[src/rtl/mannix_dispatch_pkg.sv]
// Shared types and width helpers for the mannix job dispatcher.
package mannix_dispatch_pkg;

  typedef enum logic [1:0] {
    IDLE = 2'd0,
    GO   = 2'd1,
    WAIT = 2'd2,
    CMPL = 2'd3
  } ch_state_e;

  localparam int JOB_TAG_W  = 8;
  localparam int JOB_DESC_W = 64;

  typedef struct packed {
    logic [JOB_TAG_W-1:0]  tag;
    logic [JOB_DESC_W-1:0] desc;
  } job_t;

  function automatic int acc_id_w(input int n);
    return (n > 1) ? $clog2(n) : 1;
  endfunction

  function automatic int lvl_w(input int depth);
    return $clog2(depth) + 1;
  endfunction

endpackage

[src/rtl/mannix_job_fifo.sv]
// Per-channel job queue: synchronous FIFO with full/empty/occupancy.
// Pushes while full and pops while empty are ignored.
module mannix_job_fifo
  import mannix_dispatch_pkg::*;
#(
  parameter int  DEPTH  = 4,
  parameter type item_t = job_t
) (
  input  logic                     clk,
  input  logic                     rst,
  input  logic                     push,
  input  item_t                    din,
  input  logic                     pop,
  output item_t                    dout,
  output logic                     full,
  output logic                     empty,
  output logic [lvl_w(DEPTH)-1:0]  level
);

  localparam int PTR_W = $clog2(DEPTH);
  localparam int LW    = lvl_w(DEPTH);

  item_t            mem [DEPTH];
  logic [PTR_W-1:0] wr_ptr;
  logic [PTR_W-1:0] rd_ptr;
  logic [LW-1:0]    cnt;
  logic             do_push;
  logic             do_pop;

  assign full    = (cnt == LW'(DEPTH));
  assign empty   = (cnt == LW'(0));
  assign do_push = push && !full;
  assign do_pop  = pop && !empty;
  assign dout    = mem[rd_ptr];
  assign level   = cnt;

  // pointer and occupancy tracking
  always_ff @(posedge clk) begin
    if (rst) begin
      wr_ptr <= '0;
      rd_ptr <= '0;
      cnt    <= '0;
    end else begin
      if (do_push) wr_ptr <= wr_ptr + PTR_W'(1);
      else         wr_ptr <= wr_ptr;
      if (do_pop)  rd_ptr <= rd_ptr + PTR_W'(1);
      else         rd_ptr <= rd_ptr;
      case ({do_push, do_pop})
        2'b10:   cnt <= cnt + LW'(1);
        2'b01:   cnt <= cnt - LW'(1);
        default: cnt <= cnt;
      endcase
    end
  end

  // storage array, no reset needed
  always_ff @(posedge clk) begin
    if (do_push) mem[wr_ptr] <= din;
  end

endmodule

[src/rtl/mannix_job_dispatch.sv]
// Job dispatcher: per-channel descriptor queues, automatic go issue and a
// round-robin tagged completion stream. Optional watchdog: MANNIX_DISPATCH_TIMEOUT_EN.
module mannix_job_dispatch
  import mannix_dispatch_pkg::*;
#(
  parameter int NUM_ACC     = 3,
  parameter int Q_DEPTH     = 4,
  parameter int DESC_W      = JOB_DESC_W,
  parameter int TAG_W       = JOB_TAG_W,
  parameter int TIMEOUT_CYC = 65536
) (
  input  logic                                 clk,
  input  logic                                 rst,
  input  logic                                 sw_job_valid,
  output logic                                 sw_job_ready,
  input  logic [acc_id_w(NUM_ACC)-1:0]         sw_job_acc,
  input  logic [TAG_W-1:0]                     sw_job_tag,
  input  logic [DESC_W-1:0]                    sw_job_desc,
  output logic                                 sw_err,
  input  logic                                 sw_err_clr,
  output logic [NUM_ACC-1:0]                   acc_go,
  output logic [NUM_ACC*DESC_W-1:0]            acc_desc,
  input  logic [NUM_ACC-1:0]                   acc_busy,
  input  logic [NUM_ACC-1:0]                   acc_done,
  output logic                                 cmp_valid,
  input  logic                                 cmp_ready,
  output logic [acc_id_w(NUM_ACC)-1:0]         cmp_acc,
  output logic [TAG_W-1:0]                     cmp_tag,
  output logic                                 cmp_timeout,
  output logic [NUM_ACC*lvl_w(Q_DEPTH)-1:0]    q_level
);

  localparam int ACC_ID_W = acc_id_w(NUM_ACC);
  localparam int LVL_W    = lvl_w(Q_DEPTH);

  typedef struct packed {
    logic [TAG_W-1:0]  tag;
    logic [DESC_W-1:0] desc;
  } ch_job_t;

  ch_job_t                         push_job;
  logic [NUM_ACC-1:0]              full;
  logic [NUM_ACC-1:0]              empty;
  logic [NUM_ACC-1:0]              push;
  logic [NUM_ACC-1:0]              pop;
  logic [NUM_ACC-1:0]              in_cmpl;
  logic [NUM_ACC-1:0]              tmo_flag;
  logic [NUM_ACC-1:0]              gnt_hs;
  logic [NUM_ACC-1:0][TAG_W-1:0]   tag_all;
  logic                            id_bad;
  logic                            sel_full;
  logic                            found;
  logic                            hs;
  logic [ACC_ID_W-1:0]             rr_ptr;
  logic [ACC_ID_W-1:0]             grant;
  int                              idx;

  assign push_job = '{tag: sw_job_tag, desc: sw_job_desc};

  // push acceptance; a full queue blocks even if it pops this cycle
  always_comb begin
    id_bad   = {1'b0, sw_job_acc} >= (ACC_ID_W + 1)'(NUM_ACC);
    sel_full = 1'b0;
    push     = '0;
    for (int i = 0; i < NUM_ACC; i++) begin
      sel_full = sel_full | (full[i] & (sw_job_acc == ACC_ID_W'(i)));
    end
    sw_job_ready = !rst && (id_bad || !sel_full);
    for (int i = 0; i < NUM_ACC; i++) begin
      push[i] = sw_job_valid && sw_job_ready && !id_bad && (sw_job_acc == ACC_ID_W'(i));
    end
  end

  // sticky invalid-channel flag; clear wins over a same-cycle set
  always_ff @(posedge clk) begin
    if (rst)                                         sw_err <= 1'b0;
    else if (sw_err_clr)                             sw_err <= 1'b0;
    else if (sw_job_valid && sw_job_ready && id_bad) sw_err <= 1'b1;
    else                                             sw_err <= sw_err;
  end

  for (genvar g = 0; g < NUM_ACC; g++) begin : g_ch
    ch_job_t          head;
    ch_job_t          cur;
    ch_state_e        state;
    ch_state_e        nxt;
    logic             tmo_hit;
    logic [LVL_W-1:0] lvl;

    mannix_job_fifo #(
      .DEPTH  (Q_DEPTH),
      .item_t (ch_job_t)
    ) u_fifo (
      .clk   (clk),
      .rst   (rst),
      .push  (push[g]),
      .din   (push_job),
      .pop   (pop[g]),
      .dout  (head),
      .full  (full[g]),
      .empty (empty[g]),
      .level (lvl)
    );

    assign pop[g]     = (state == IDLE) && !empty[g] && !acc_busy[g];
    assign in_cmpl[g] = (state == CMPL);
    assign acc_go[g]  = (state == GO) && !rst;
    assign tag_all[g] = cur.tag;
    assign acc_desc[g*DESC_W +: DESC_W] = cur.desc;
    assign q_level[g*LVL_W +: LVL_W]    = lvl;

    // channel next state; done outside WAIT is ignored
    always_comb begin
      nxt = state;
      case (state)
        IDLE:    nxt = pop[g] ? GO : IDLE;
        GO:      nxt = WAIT;
        WAIT:    nxt = (acc_done[g] || tmo_hit) ? CMPL : WAIT;
        CMPL:    nxt = gnt_hs[g] ? IDLE : CMPL;
        default: nxt = IDLE;
      endcase
    end

    // channel state and in-flight job; cur keeps its value until the next pop
    always_ff @(posedge clk) begin
      if (rst) begin
        state <= IDLE;
        cur   <= '0;
      end else begin
        state <= nxt;
        if (pop[g]) cur <= head;
        else        cur <= cur;
      end
    end

`ifdef MANNIX_DISPATCH_TIMEOUT_EN
    localparam int CNT_W = $clog2(TIMEOUT_CYC) + 1;
    logic [CNT_W-1:0] wd_cnt;
    logic             tmo_q;

    assign tmo_hit     = (state == WAIT) && !acc_done[g] && (wd_cnt == CNT_W'(TIMEOUT_CYC - 1));
    assign tmo_flag[g] = tmo_q;

    // watchdog counter cleared on the pop that enters GO
    always_ff @(posedge clk) begin
      if (rst) begin
        wd_cnt <= '0;
        tmo_q  <= 1'b0;
      end else begin
        if (pop[g])              wd_cnt <= '0;
        else if (state == WAIT)  wd_cnt <= wd_cnt + CNT_W'(1);
        else                     wd_cnt <= wd_cnt;
        if ((state == WAIT) && (nxt == CMPL)) tmo_q <= tmo_hit;
        else                                  tmo_q <= tmo_q;
      end
    end
`else
    assign tmo_hit     = 1'b0;
    assign tmo_flag[g] = 1'b0;
`endif
  end

  // round-robin grant starting at rr_ptr over channels in CMPL
  always_comb begin
    found  = 1'b0;
    grant  = '0;
    idx    = 0;
    gnt_hs = '0;
    for (int off = 0; off < NUM_ACC; off++) begin
      idx = (int'(rr_ptr) + off) % NUM_ACC;
      if (!found && in_cmpl[idx]) begin
        found = 1'b1;
        grant = ACC_ID_W'(idx);
      end else begin
        found = found;
      end
    end
    cmp_valid   = found && !rst;
    hs          = cmp_valid && cmp_ready;
    cmp_acc     = grant;
    cmp_tag     = tag_all[grant];
    cmp_timeout = cmp_valid && tmo_flag[grant];
    for (int i = 0; i < NUM_ACC; i++) begin
      gnt_hs[i] = hs && (grant == ACC_ID_W'(i));
    end
  end

  // pointer moves past the winner only on handshake
  always_ff @(posedge clk) begin
    if (rst)     rr_ptr <= '0;
    else if (hs) rr_ptr <= (grant == ACC_ID_W'(NUM_ACC - 1)) ? '0 : grant + ACC_ID_W'(1);
    else         rr_ptr <= rr_ptr;
  end

endmodule

[config.mk]
export PLATFORM = sky130hd
export DESIGN_NAME = mannix_job_dispatch
export DESIGN_NICKNAME = d
export VERILOG_FILES = /design/src/rtl/mannix_dispatch_pkg.sv /design/src/rtl/mannix_job_fifo.sv /design/src/rtl/mannix_job_dispatch.sv
export SDC_FILE = /design/constraint.sdc
export NUM_CORES = 1
export LEC_CHECK = 0
export BUFFER_PORTS_ARGS = -buffer_cell sky130_fd_sc_hd__clkbuf_2
export CORE_AREA = 2 2 400 243
export CTS_BUF_LIST = sky130_fd_sc_hd__clkbuf_4 sky130_fd_sc_hd__clkbuf_8
export DETAILED_ROUTE_END_ITERATION = 10
export DIE_AREA = 0 0 402 245
export GPL_ROUTABILITY_DRIVEN = 1
export GPL_TIMING_DRIVEN = 0
export MAX_ROUTING_LAYER = met4
export PLACE_DENSITY_LB_ADDON = 0.1
export REMOVE_ABC_BUFFERS = 1
export SLEW_MARGIN = 10
export SYNTH_ARGS = -nofsm -noshare
export SYNTH_HDL_FRONTEND = slang
export SYNTH_SLANG_ARGS = --single-unit
[constraint.sdc]
create_clock -name clk -period 9.27 [get_ports clk]
set_clock_uncertainty 0.2 [all_clocks]
set_input_delay 0.927 -clock clk [delete_from_list [all_inputs] [get_ports clk]]
set_output_delay 0.927 -clock clk [all_outputs]
set_load 0.02 [all_outputs]
* Word level (Yosys, flattened, before mapping) *
Memory sizes are Yosys's and may differ from the RTL's. A register that Yosys moved wholly into a read port is not among the register bits.
Cells that the tools add are included.

operators by class
  add/sub/neg operators = 15
  div/mod/pow operators = 3
  magnitude comparators = 5
  eq/ne operators = 22
  multiplexer cells = 41
  bitwise logic cells = 5
  reduce and logical (&&, ||, !) cells = 57

operators with widths
  kind                   count
  $lt 32x4->1 const B    3
  $mod 32x3->32 const B  2
  $mod 3x3->32 const B   1
  $logic_and 1x1->1      30
  $pmux 2 s4             3
  $eq 2x2->1 const B     11
  $mux 1                 22
  $pmux 3 s2             3
  $bmux 8 s2             1
  $eq 2x1->1 const B     8
  $add 2x1->2 const B    7
  $logic_not 1->1        14
  $mux 2                 7
  $logic_not 2->1        5
  $add 3x1->3 const B    3
  $eq 3x3->1 const B     3
  $logic_not 3->1        3
  $sub 3x1->3 const B    3
  $bmux 1 s2             4
  $mux 8                 1
  $reduce_bool 2->1      3
  $add 2x1->3 const B    1
  $add 2x2->3 const B    1
  $and 1x1->1            3
  5 further kinds        6

storage, ports and cells
  bits in registers = 30
  memory bits (writable) = 864
  input bits = 85
  output and inout port bits = 218
  word-level logic and storage cells = 165
  memories = 3

memory list
  name                depth  width  rd ports  clocked after Yosys merged registers in  write ports  line                   text
  g_ch[0].u_fifo.mem  4      72     1         1                                        1            mannix_job_fifo.sv:23  item_t mem [DEPTH];
  g_ch[1].u_fifo.mem  4      72     1         1                                        1            mannix_job_fifo.sv:23
  g_ch[2].u_fifo.mem  4      72     1         1                                        1            mannix_job_fifo.sv:23

* Logic depth before layout (Yosys ltp) *
Gate-level depths: netlist (run 1).

  depth after elaboration = 16
  mapped depth = 10
  depth with buffers taken out = 9

* Hierarchy *
Synthesis (run 1) repeated with hierarchy kept, for this count alone.

second synthesis, totals
  cell total of the unflattened synthesis = 2551
  area, all modules = 42513.3 um^2

by module, submodules not included
  module               times used  cells each  area an instance (um^2)  sequential area each (um^2)
  mannix_job_fifo      3           430         10943.0                  8828.5
  mannix_job_dispatch  1           1261        9684.3                   4504.3

* Worst setup path before layout (run 1) *
OpenSTA, ideal clock, no wires.

  path type = input to register
  start = in sw_job_acc[1]
  end = mem g_ch[0].u_fifo.mem[0][0] (netlist name) (enable)
  library setup time = 0.438 ns
  data arrival time = 3.227 ns
  data required time = 8.632 ns
  slack = 5.405 ns
  stages = 3
  buffers on the path = 0
  path through = nor3b_1 > nor3b_2 > and2_1

between the ends
  cells in the longest elaborated chain, start to end = 13
  elaborated cells on any way between the ends = 19
  those cells by class = order compare (1); eq/ne (2); mux (2); bitwise (5); reduce/logical (9)

ends and longest elaborated chain
  what                                           line                                                  text
  from (decl)                                    mannix_job_dispatch.sv:16                             input logic [acc_id_w(NUM_ACC)-1:0] sw_job_acc,
  $eq 2x1->1 or $logic_not 2->1 (tied branches)  mannix_job_dispatch.sv:66, mannix_job_dispatch.sv:70
  $and 1x1->1                                    mannix_job_dispatch.sv:66                             sel_full = sel_full | (full[i] & (sw_job_acc == ACC_ID_W'(i)));
  $or 1x1->1 (2 in a row)                        mannix_job_dispatch.sv:66
  $logic_not 1->1                                mannix_job_dispatch.sv:68                             sw_job_ready = !rst && (id_bad || !sel_full);
  $logic_or 1x1->1                               mannix_job_dispatch.sv:68
  $logic_and 1x1->1                              mannix_job_dispatch.sv:68
  $logic_and 1x1->1 (2 in a row)                 mannix_job_dispatch.sv:70                             push[i] = sw_job_valid && sw_job_ready && !id_bad && (sw_job_acc == ACC_ID_W'(i));
  $logic_and 1x1->1 (*)                          mannix_job_dispatch.sv:70
  $logic_and 1x1->1 (*)                          mannix_job_fifo.sv:32                                 assign do_push = push && !full;
  $mux 1 (*)                                     mannix_job_fifo.sv:58                                 if (do_push) mem[wr_ptr] <= din;
  $mux 1 (not written as such) (*)               mannix_job_fifo.sv:58
  to (decl)                                      mannix_job_fifo.sv:23

Mark *: on every way between the ends. The rest lies on a longest branch, timed or not.

* Final worst setup path (run 1) *
  start = reg rr_ptr[0]
  end = out cmp_tag[5]

between the ends
  cells in the longest elaborated chain, start to end = 13
  elaborated cells on any way between the ends = 25
  those cells by class = add/sub (2); div (3); mux (16); reduce/logical (4)

ends and longest elaborated chain
  what                                                                    line                        text
  from (decl)                                                             mannix_job_dispatch.sv:54   logic [ACC_ID_W-1:0] rr_ptr;
  from (signal assigned)                                                  mannix_job_dispatch.sv:191  else if (hs) rr_ptr <= (grant == ACC_ID_W'(NUM_ACC - 1)) ? '0 : grant + ACC_ID_W'(1);
  from (signal assigned)                                                  mannix_job_dispatch.sv:192  else rr_ptr <= rr_ptr;
  parallel branches: the longest is 10 deep, another holds $mod 32x3->32  n/a
  $mux 2 (*)                                                              mannix_job_dispatch.sv:171  if (!found && in_cmpl[idx]) begin
  $bmux 8 s2 (*)                                                          mannix_job_dispatch.sv:181  cmp_tag = tag_all[grant];
  $mux 8 (not written as such) (*)                                        mannix_job_dispatch.sv:181
  to (decl)                                                               mannix_job_dispatch.sv:28   output logic [TAG_W-1:0] cmp_tag,

Mark *: on every way between the ends. The select of a mux whose other input is x is not followed.

==> impl_metrics.py, run 1 <==
metrics = {
    "setup_path": {
        "cp-end-kind": "output port",
        "cpPeakStageDelay_ns": 0.73,
        "cp_slowest_cell": "o2111a_1",
        "required_ns": 8.14,
        "critPathArrivalTime_ns": 3.60,
        "path_cells": "inv_1, ha_1, a21bo_1, nand2_1, o2111a_1, a221o_1, clkbuf_2",
        "crit_type": "reg -> out",
        "crit_fanout": 11,
        "worst_setup_path_start_kind": "flop",
    },
    "timing": {
        "max_freq_mhz": 212,
        "period_minus_slack_ns": 4.73,
        "slew_viol_final": 0,
        "finalHoldViolCount": 0,
        "fin_crit_sh_pct": 51.0,
        "tightest_slew_ns": 0.830,
        "relSlewSlack_pct": 44.7,
        "rsz0062_at_grt": "no",
        "setup_viol": 0,
    },
    "placement": {
        "dp.cells": 3774,
        "io_buffers": 301,
        "dp_hpwl_um": 59200,
        "placed_cell_area_um2": 44500,
        "gp_congestion": 0.726,
    },
    "floorplan": {
        "fp.dieH_um": 245,
        "rows": 88,
        "coreArea_um2": 95100,
        "io_pins": 303,
        "start_util_pct": 44.6,
        "die-area_um2": 98500,
        "dieWidth_um": 402,
    },
    "synth": {
        "ys_seq_area_share_pct": 72.7,
        "synthTopCellsByArea": "edfxtp_1 (61%), dfxtp_1 (12%), mux4_2 (11%), buf_4 (3.5%), nand2_1 (3.4%)",
        "synthFlopType": "edfxtp_1",
        "synthArstFlopShare_pct": 0,
        "ys.warnings.count": 0,
        "synth_fa_ha_area_share_pct": 0.642,
        "synthSimpleGateAreaFrac_pct": 5.29,
        "synth_mux_area_share_pct": 11.6,
        "synth_cells": 2494,
        "synth_top_area_cell": "edfxtp_1",
        "yosysTopAreaCellShare_pct": 61.1,
        "synth_seq_cells": 1110,
        "syn_area_um2": 42500,
        "yosys.cell_types.count": 54,
        "synth_compound_area_share_pct": 3.92,
        "synth.avg_cell_area_um2": 17.0,
        "synth_xor_area_share_pct": 0.309,
        "synth_top_family_by_area": "multiplexers",
        "synth_edf_count": 864,
    },
    "final_layout": {
        "stdcell_area_um2": 47800,
        "syn2layout_area_growth_pct": 12.7,
        "fin_nets": 2787,
        "drive_above_1_share_pct": 35.3,
        "nFillCells": 8089,
        "final_cell_count_no_fill": 4079,
    },
    "clock_tree": {
        "ctsRootBufferMaster": "clkbuf_8",
        "cts_num_sinks": 1110,
        "clk_path_buf_depth": 3,
        "cts_resized": 0,
        "htreeDepth": 4,
        "clkLatencyLatePin_ns": 0.83,
        "cts_tree": "yes",
        "cts.clk_slew.worst_paths_ns": 0.06,
        "cts_made_buffers": 165,
    },
    "global_routing": {
        "grt_pass1_vias": 22500,
        "grt_max_degree": 80,
        "grt_usage_pct": 22.4,
        "grt_pass1_wl_um": 153000,
        "antenna_found_initial": 3,
        "grt-ovfl-total": 0,
    },
    "routing": {
        "wl_per_cell_um": 26.1,
        "ant_nets": 0,
        "wl_um": 106000,
        "route.detailed.drc": 0,
        "dr_total_vias": 21800,
        "drt_iter0_markers": 1592,
        "via_per_inst": 5.35,
        "dr.pass1.iters": 5,
    },
    "run_status": {
        "outcome": "completed",
    },
    "worst_hold_path": {
        "hp-class": "in -> reg",
    },
    "pwr": {
        "p_leak_nw": 15.5,
        "powerDensity_nw_per_um2": 216,
        "ir_worst_vdd_mv": 0.127,
    },
    "flow_run": {
        "cap_violations": 0,
    },
}
## kinds of logic after synthesis
group | after synthesis
AOI/OAI and AO/OA | 264
xor gates and xnor gates | 15
adders and majority gates | 20
buffers and inverters | 348
DFF | 1110
muxes | 221
other | 1
and+or+nand+nor | 515
## sequential cells by signal (all words and copies together), names as in the netlist, 2 cells and up
name,count
g_ch.cur,24
g_ch.u_fifo.level,9
g_ch.u_fifo.mem,864
g_ch.u_fifo.rd_ptr,6
g_ch.u_fifo.wr_ptr,6
acc_desc,192
g_ch.state,6
rr_ptr,2
## worst max-delay path: cells and delay by family, from the launching register on
| kind | cells | cell delay [ns] |
|---|---|---|
| flip-flops | 1 | 0.34 |
| AND/OR/NAND/NOR | 1 | 0.43 |
| buffers and inverters | 2 | 0.25 |
| adder cells (fa/ha/maj) | 1 | 0.45 |
| AO/OA/AOI/OAI | 3 | 1.30 |
## report_power, final
group          total (mW)  internal (mW)  switching [mW]
clock network        4.05           2.19            1.86
registers            5.52           5.44          0.0808
logic               0.761          0.289           0.472
total                10.3           7.92            2.42
## synthesized netlist by cell type (all sizes together), types with 9 or more instances
cell type and n:
xnor2 9, clkbuf 50, buf 275, dfxtp 246, nor2 29, ha 17, mux4 216, nand2 439
inv 23, and2 14, edfxtp 864, a21oi 225
## cell type report
cell class                 instances  area, µm²  area share, %
sequential                      1110      30900           64.6
multi-input combinational       1036       9270           19.4
clock buffer                     263       3160           6.61
timing repair buffer             346       2620           5.48
tap                             1260       1580           3.30
clock inverter                    38        209          0.437
inverter                          23        101          0.212
antenna                            3       7.51         0.0157
## layout by cell type, fill, tap and decap left out, types with 15 or more instances in the layout
master    instances
clkinv_2         15
nor2_1           29
inv_1            20
ha_1             17
nand2_1         379
clkbuf_4         73
a21oi_2          60
clkbuf_8        191
dfxtp_1         240
clkbuf_2        300
clkinv_1         17
a21oi_1         165
nand2_2          60
mux4_2          216
buf_16           30
edfxtp_1        864
## repair_timing
item / in CTS / in global routing
hold endpoints to repair: 1 / 0
hold buffers: 1 / 0
buffers inserted: 0 / 0
## routing by layer
layer / wire, µm / global-route usage (%) / up-vias
li1: - / - / 9583
met1: 46800 / 29.3 / 11500
met5: 0 / - / -
met3: 5710 / 4.32 / 153
met4: 2050 / 6.82 / 0
met2: 51900 / 35.7 / 585
## final timing paths
| check | startpoint | end | slack [ns] | depth (start not counted) |
|---|---|---|---|---|
| max | rr_ptr[0] | cmp_tag[5] | 4.54 | 7 |
| max reg2reg | g_ch[2].state[1] | g_ch[2].u_fifo.level[2] | 5.10 | 11 |
| min | sw_job_desc[22] | g_ch[0].u_fifo.mem[2][22] | 0.24 | 1 |
| min reg2reg | acc_desc[113] | acc_desc[113] | 0.25 | 2 |
## metrics by stage
| step | TNS (ns) | hold slack [ns] | utilization [%] | power (mW) | setup slack, ns |
|---|---|---|---|---|---|
| finish | 0 | 0.240 | 50.3 | 10.3 | 4.54 |
| global placement | -1981.84 | 0.240 | 45.5 | 6.41 | -2.50 |
| detailed placement | 0 | 0.246 | 46.7 | 6.41 | 4.50 |
| CTS | 0 | 0.136 | 50.3 | 10.5 | 4.46 |
| floorplan | 0 | 0.226 | - | 6.04 | 4.71 |
| global route | 0 | 0.208 | 50.3 | 10.7 | 4.42 |
(Power assumes the default switching activity.)
==> inputs of run 2 (changes only) <==
Clock period 9.27 ns to 4.1 ns, I/O delays scaled along.
==> run 2 against run 1 <==
  * Critical path depth rose by 5
  * Via count rose by 2.3%
  * Sequential power rose by 130%
  * Clock power grew 130%
  * Total power up 130%
  * Worst setup slack lost 4.4 ns
  * Clock-buffer cell count stayed put
  * Flip-flop and latch count is the same
  * Highest routed layer unchanged
==> impl_metrics.py, run 2 (synthesized netlist as in run 1, its figures left out) <==
metrics = {
    "run_status": {
        "outcome": "completed",
    },
    "setup_path": {
        "rrSetupSlack_ns": 0.17,
        "crit_fanout": 29,
        "required_ns": 4.64,
        "cp-end-kind": "flop",
        "reg2reg_to": "g_ch[2].u_fifo.level[2]",
        "ff2ff_path_depth": 12,
        "critPathArrivalTime_ns": 4.47,
        "worst_setup_path_start_kind": "flop",
        "setup.worst_path.start": "g_ch[2].u_fifo.level[0]",
        "endpoint": "g_ch[2].u_fifo.level[2]",
        "r2r-start": "g_ch[2].u_fifo.level[0]",
        "crit_type": "reg -> reg",
    },
    "pwr": {
        "seqPwrFrac_pct": 53.2,
        "powerDensity_nw_per_um2": 481,
        "netSwitchingPower_mw": 5.51,
        "intPower_mw": 18.0,
        "pwr-share-clk_pct": 39.0,
        "ir_worst_vdd_mv": 0.298,
        "combPwrFrac_pct": 7.8,
        "switching_share_pct": 23.5,
        "p_leak_nw": 15.9,
        "p_total_mw": 23.5,
    },
    "placement": {
        "placed_cell_area_um2": 44500,
        "io_buffers": 301,
        "dp_hpwl_um": 59200,
        "gp_congestion": 0.726,
    },
    "worst_hold_path": {
        "holdPathStages": 2,
        "hp-class": "reg -> reg",
    },
    "clock_tree": {
        "cts_made_buffers": 165,
        "cts_tree": "yes",
        "ctsRootBufferMaster": "clkbuf_8",
        "clk_path_buf_depth": 3,
        "clkLatencyLatePin_ns": 0.83,
        "cts_num_sinks": 1110,
        "htreeDepth": 4,
        "cts.clk_slew.worst_paths_ns": 0.06,
    },
    "final_layout": {
        "layout_common_cells": "edfxtp_1 (864), nand2_1 (378), clkbuf_2 (300)",
        "stdcell_area_um2": 48800,
        "final_common_cell": "edfxtp_1",
        "drive_above_1_share_pct": 34.4,
        "syn2layout_area_growth_pct": 15.0,
        "regMostFlops": "g_ch.u_fifo.mem",
        "fin_nets": 2879,
        "largest_reg_flops": 864,
    },
    "global_routing": {
        "grt_max_degree": 80,
        "grt_pass1_vias": 23000,
        "grt_usage_pct": 22.6,
        "antenna_found_initial": 6,
        "grt-ovfl-total": 0,
        "grt_pass1_wl_um": 155000,
    },
    "timing": {
        "max_freq_mhz": 255,
        "tightest_slew_ns": 0.835,
        "finalHoldViolCount": 0,
        "period_minus_slack_ns": 3.93,
        "slew_viol_final": 0,
        "setup_viol": 0,
        "fin_crit_sh_pct": 95.8,
        "rsz0062_at_grt": "no",
        "relSlewSlack_pct": 44.4,
    },
    "routing": {
        "dr.pass1.iters": 5,
        "drt_iter0_markers": 1610,
        "via_per_inst": 5.36,
        "route.detailed.drc": 0,
        "wl_um": 109000,
        "wl_per_cell_um": 26.1,
        "dr_total_vias": 22400,
        "ant_nets": 0,
    },
    "floorplan": {
        "fp.dieH_um": 245,
        "rows": 88,
        "start_util_pct": 44.6,
        "io_pins": 303,
        "dieWidth_um": 402,
        "die-area_um2": 98500,
        "coreArea_um2": 95100,
    },
    "flow_run": {
        "cap_violations": 0,
    },
}
==> run 2: changes by cell type in the layout (fill, tap and decap cells not counted), sizes merged <==
cell / delta
bufbuf: +1
dlygate4sd3: +89
clkbuf: +1
or4: +1
diode: +1
==> run 2: worst min-delay path by stage <==
| stage | from | endpoint |
|---|---|---|
| after CTS | sw_job_desc[22] | g_ch[0].u_fifo.mem[2][22] |
| final | acc_desc[80] | acc_desc[80] |
| after global placement | acc_desc[32] | acc_desc[32] |
| after global routing | sw_job_desc[41] | g_ch[0].u_fifo.mem[0][41] |
| after detailed placement | acc_desc[80] | acc_desc[80] |
| after floorplan | g_ch[0].cur[64] | g_ch[0].cur[64] |
==> run 2: area by class of cell <==
| cell class | count | area (µm²) |
|---|---|---|
| fill | 8046 | 46300 |
| sequential | 1110 | 30900 |
| multi-input combinational | 1037 | 9290 |
| timing repair buffer | 437 | 3570 |
| clock buffer | 263 | 3160 |
| tap | 1260 | 1580 |
| clock inverter | 38 | 209 |
| inverter | 23 | 106 |
| antenna | 4 | 10.0 |
==> run 2: critical path, cell delays in order (launching register included) <==
cell     delay, ns
dfxtp_1       0.41
nor3_1        0.12
or4_4         0.63
buf_16        0.28
buf_16        0.23
inv_8         0.34
buf_16        0.28
ha_1          0.23
inv_1         0.07
fa_1          0.37
xor2_1        0.16
or3_1         0.31
a21oi_1       0.14
==> run 2: timing repair <==
item | in CTS | in global routing
hold buffers | 90 | 0
cloned | 1 | 2
resized for setup | 2 | 3
pin swaps | 0 | 2
endpoints found under the hold margin | 922 | 0
buffers inserted | 0 | 0
endpoints found under the setup margin | 9 | 4
==> run 2: stage by stage <==
stage                     TNS (ns)  cells  hold WS (ns)  setup WS (ns)  util (%)
after CTS                        0   4166         0.158         0.0195      51.3
final                            0   4172         0.252          0.173      51.3
after global placement    -6863.67   3730         0.240          -7.15      45.5
after detailed placement    -0.153   3774         0.246         -0.153      46.7
after floorplan             -22.81   2169         0.226         -0.116         -
after global routing             0   4172         0.255         0.0142      51.3
==> run 2: routing by layer <==
| metal | global-route usage, % | up-vias | wire length (µm) |
|---|---|---|---|
| li1 | - | 9773 | - |
| met1 | 29.6 | 11800 | 47900 |
| met2 | 36.1 | 623 | 52700 |
| met3 | 4.25 | 161 | 6060 |
| met4 | 6.87 | 0 | 2100 |
| met5 | - | - | 0 |
==> run 2: power by group through the flow <==
| stage | clock network [mW] | registers (mW) | logic, mW |
|---|---|---|---|
| 3_3_place_gp | 0 | 12.9 | 1.60 |
| 5_1_grt | 9.88 | 12.5 | 1.97 |
| 2_1_floorplan | 0 | 12.9 | 0.766 |
| 6_report | 9.17 | 12.5 | 1.83 |
| 3_5_place_dp | 0 | 12.7 | 1.75 |
| 4_1_cts | 9.41 | 12.5 | 1.84 |
==> inputs of run 3 (changes only) <==
Settings changed: CORE_AREA 2 2 400 243 to 2 2 400 244, DIE_AREA 0 0 402 245 to 0 0 402 246, SYNTH_HIERARCHICAL set to 1.
Clock period 4.1 ns to 3.8 ns, I/O delays scaled along.
==> run 3 against run 2 <==
  * Flip-flop and latch count is 6 higher
  * Utilization is 0.71 points higher
  * Cell count is 2.3% higher
  * Die area is 0.41% higher
  * Global-route usage is 1.1 points higher
  * Routed wire length is 5.4% higher
  * Sequential share of layout area is 0.62 points lower
  * Hold slack worse by 0.23 ns
  * Combinational power is 62% lower
  * Critical path depth is 3 lower
  * Synthesized area is 0.14% higher
  * Total power is 3.7% higher
  * Critical path type is now reg -> out
==> impl_metrics.py, run 3 <==
metrics = {
    "clock_tree": {
        "cts_num_sinks": 1116,
        "cts.clk_slew.worst_paths_ns": 0.06,
        "cts_made_buffers": 168,
        "cts_tree": "yes",
        "htreeDepth": 4,
        "ctsRootBufferMaster": "clkbuf_8",
        "clk_path_buf_depth": 3,
        "clkLatencyLatePin_ns": 0.83,
    },
    "global_routing": {
        "grt-ovfl-total": 0,
        "grt_pass1_vias": 23800,
        "antenna_found_initial": 6,
        "grt_max_degree": 86,
        "grt_usage_pct": 23.7,
        "grt_pass1_wl_um": 162000,
    },
    "synth": {
        "synth_cells": 2551,
        "synth_seq_cells": 1116,
        "yosysTopAreaCellShare_pct": 61.0,
        "synthFlopType": "edfxtp_1",
        "synth.most_common_cell": "edfxtp_1",
        "synth_edf_count": 864,
        "yosys-top-cells-count": "edfxtp_1 (864), nand2_1 (447), dfxtp_1 (252)",
        "synth_top_area_cell": "edfxtp_1",
        "yosys.cell_types.count": 53,
        "synthArstFlopShare_pct": 0,
        "synthTopCellsByArea": "edfxtp_1 (61%), dfxtp_1 (12%), mux4_2 (11%), nand2_1 (3.9%), buf_4 (3.4%)",
        "ys_seq_area_share_pct": 72.9,
        "synth.avg_cell_area_um2": 16.7,
        "ys.warnings.count": 6,
        "syn_area_um2": 42500,
    },
    "pwr": {
        "p_leak_nw": 16.3,
        "ir_worst_vdd_mv": 0.272,
        "powerDensity_nw_per_um2": 492,
    },
    "routing": {
        "wl_per_cell_um": 26.9,
        "ant_nets": 0,
        "drt_iter0_markers": 2038,
        "wl_um": 115000,
        "via_per_inst": 5.41,
        "dr.pass1.iters": 5,
        "route.detailed.drc": 0,
        "dr_total_vias": 23100,
    },
    "floorplan": {
        "rows": 88,
        "fp.dieH_um": 246,
        "coreArea_um2": 95100,
        "dieWidth_um": 402,
        "start_util_pct": 44.7,
        "die-area_um2": 98900,
        "io_pins": 303,
    },
    "worst_hold_path": {
        "hp-class": "in -> reg",
        "hold_path_end": "g_ch[2].cur[70]",
        "holdPathStages": 5,
        "min-delay-start": "acc_busy[2]",
    },
    "final_layout": {
        "largest_reg_flops": 864,
        "seqCellArea_um2": 31000,
        "multi_input_area_um2": 9240,
        "syn2layout_area_growth_pct": 16.4,
        "fin_nets": 2968,
        "layout_common_cells": "edfxtp_1 (864), nand2_1 (444), clkbuf_2 (292)",
        "drive_above_1_share_pct": 30.7,
        "final_common_cell": "edfxtp_1",
        "final_cell_count_no_fill": 4270,
        "regMostFlops": "g_ch.u_fifo/mem",
        "nFillCells": 7898,
    },
    "placement": {
        "io_buffers": 301,
        "gp_congestion": 0.779,
        "dp_hpwl_um": 60400,
        "post-place-ws_ns": -0.521,
        "dp.cells": 3838,
    },
    "timing": {
        "period_minus_slack_ns": 3.79,
        "setup_viol": 0,
        "rsz0062_at_grt": "yes",
        "fin_tns_setup_ns": 0,
        "fin_crit_sh_pct": 99.8,
        "finalHoldViolCount": 0,
        "relSlewSlack_pct": 50.5,
        "slew_viol_final": 0,
        "layout_setup_ws_ns": 0.00618,
        "tightest_slew_ns": 0.742,
        "max_freq_mhz": 264,
    },
    "setup_path": {
        "crit_fanout": 5,
        "r2r-start": "g_ch[1].u_fifo/level[1]",
        "setup.worst_path.start": "rr_ptr[0]",
        "required_ns": 3.22,
        "cp-end-kind": "output port",
        "critPathArrivalTime_ns": 3.21,
        "crit_type": "reg -> out",
        "ff2ff_path_depth": 11,
        "reg2reg_to": "g_ch[1].u_fifo/mem[0][32]",
        "rrSetupSlack_ns": 0.18,
        "worst_setup_path_start_kind": "flop",
    },
    "flow_run": {
        "cap_violations": 0,
    },
    "run_status": {
        "outcome": "completed",
    },
}
[run 3: changes by cell type in the layout (fill, tap and decap cells not counted), sizes merged, moves of 7 or more]
cell and change:
a221o -7, xnor2 -9, nand2 +9, o21ai +13
a21oi +16, a31oi +10, a21boi -7, inv +13
buf +29
[run 3: power breakdown]
part	switching, mW	internal [mW]	total, mW
clock network	4.65	5.75	10.4
registers	0.0411	13.2	13.3
logic	0.461	0.237	0.698
total	5.15	19.2	24.4
[run 3: per-layer routing]
metal	global-route usage, %	part of all wire (%)	routed length [µm]	up-vias
met5	-	0	0	-
met3	3.97	5.7	6570	176
met2	38.2	49	56200	715
met4	7.55	2.3	2640	0
li1	-	-	-	10100
met1	30.9	43	49200	12100
[run 3: area by class of cell]
| cell class | instances | share of cell area (%) |
|---|---|---|
| flip-flops and latches | 1116 | 62.7 |
| multi-input cells | 1082 | 18.7 |
| repair buffers | 458 | 7.86 |
| clock buffers | 272 | 6.65 |
| well taps | 1260 | 3.19 |
| clock inverters | 42 | 0.617 |
| inverters | 36 | 0.331 |
| diodes | 4 | 0.0202 |
[run 3: kinds of logic after synthesis]
group	share of synthesized area, %
mux	11.6
buf+inv	5.82
other cells	0.00882
compound gates	3.73
fa+ha+maj	0.671
flops	72.9
simple gates	5.11
xor+xnor	0.185
[run 3: through the flow]
stage	hold slack, ns	area, µm²	utilization, %	power (mW)
finish	0.0256	49500	52.0	24.4
global route	0.0167	49500	52.0	25.2
CTS	0.116	49300	51.9	24.6
detailed placement	0.247	44500	46.8	14.1
global placement	0.242	43300	45.5	14.1
floorplan	0.227	40200	-	13.7
[run 3: critical path: stages (launching register included)]
cell      delay (ns)
dfxtp_2         0.34
inv_2           0.05
ha_4            0.26
and3_4          0.18
a2111o_1        0.50
a221oi_4        0.36
buf_6           0.16
o21ai_1         0.07
a31oi_2         0.27
buf_4           0.18
[run 3: how the worst max path moves through the flow]
stage               cells after the start                       to  slack, ns
floorplan                              12  g_ch[1].u_fifo/level[2]      -1.11
CTS                                    10               cmp_tag[3]      -0.01
detailed placement                     14  g_ch[1].u_fifo/level[2]      -0.52
finish                                  9               cmp_tag[5]      0.006
global placement                       12  g_ch[1].u_fifo/level[2]      -7.80
global route                            9               cmp_tag[0]      -0.08
[run 3: timing repair]
item	CTS	global route
pin swaps	7	14
buffers inserted	8	7
resized for setup	30	22
hold endpoints to repair	944	0
gates cloned	3	4
setup endpoints to repair	12	210
hold buffers	92	0
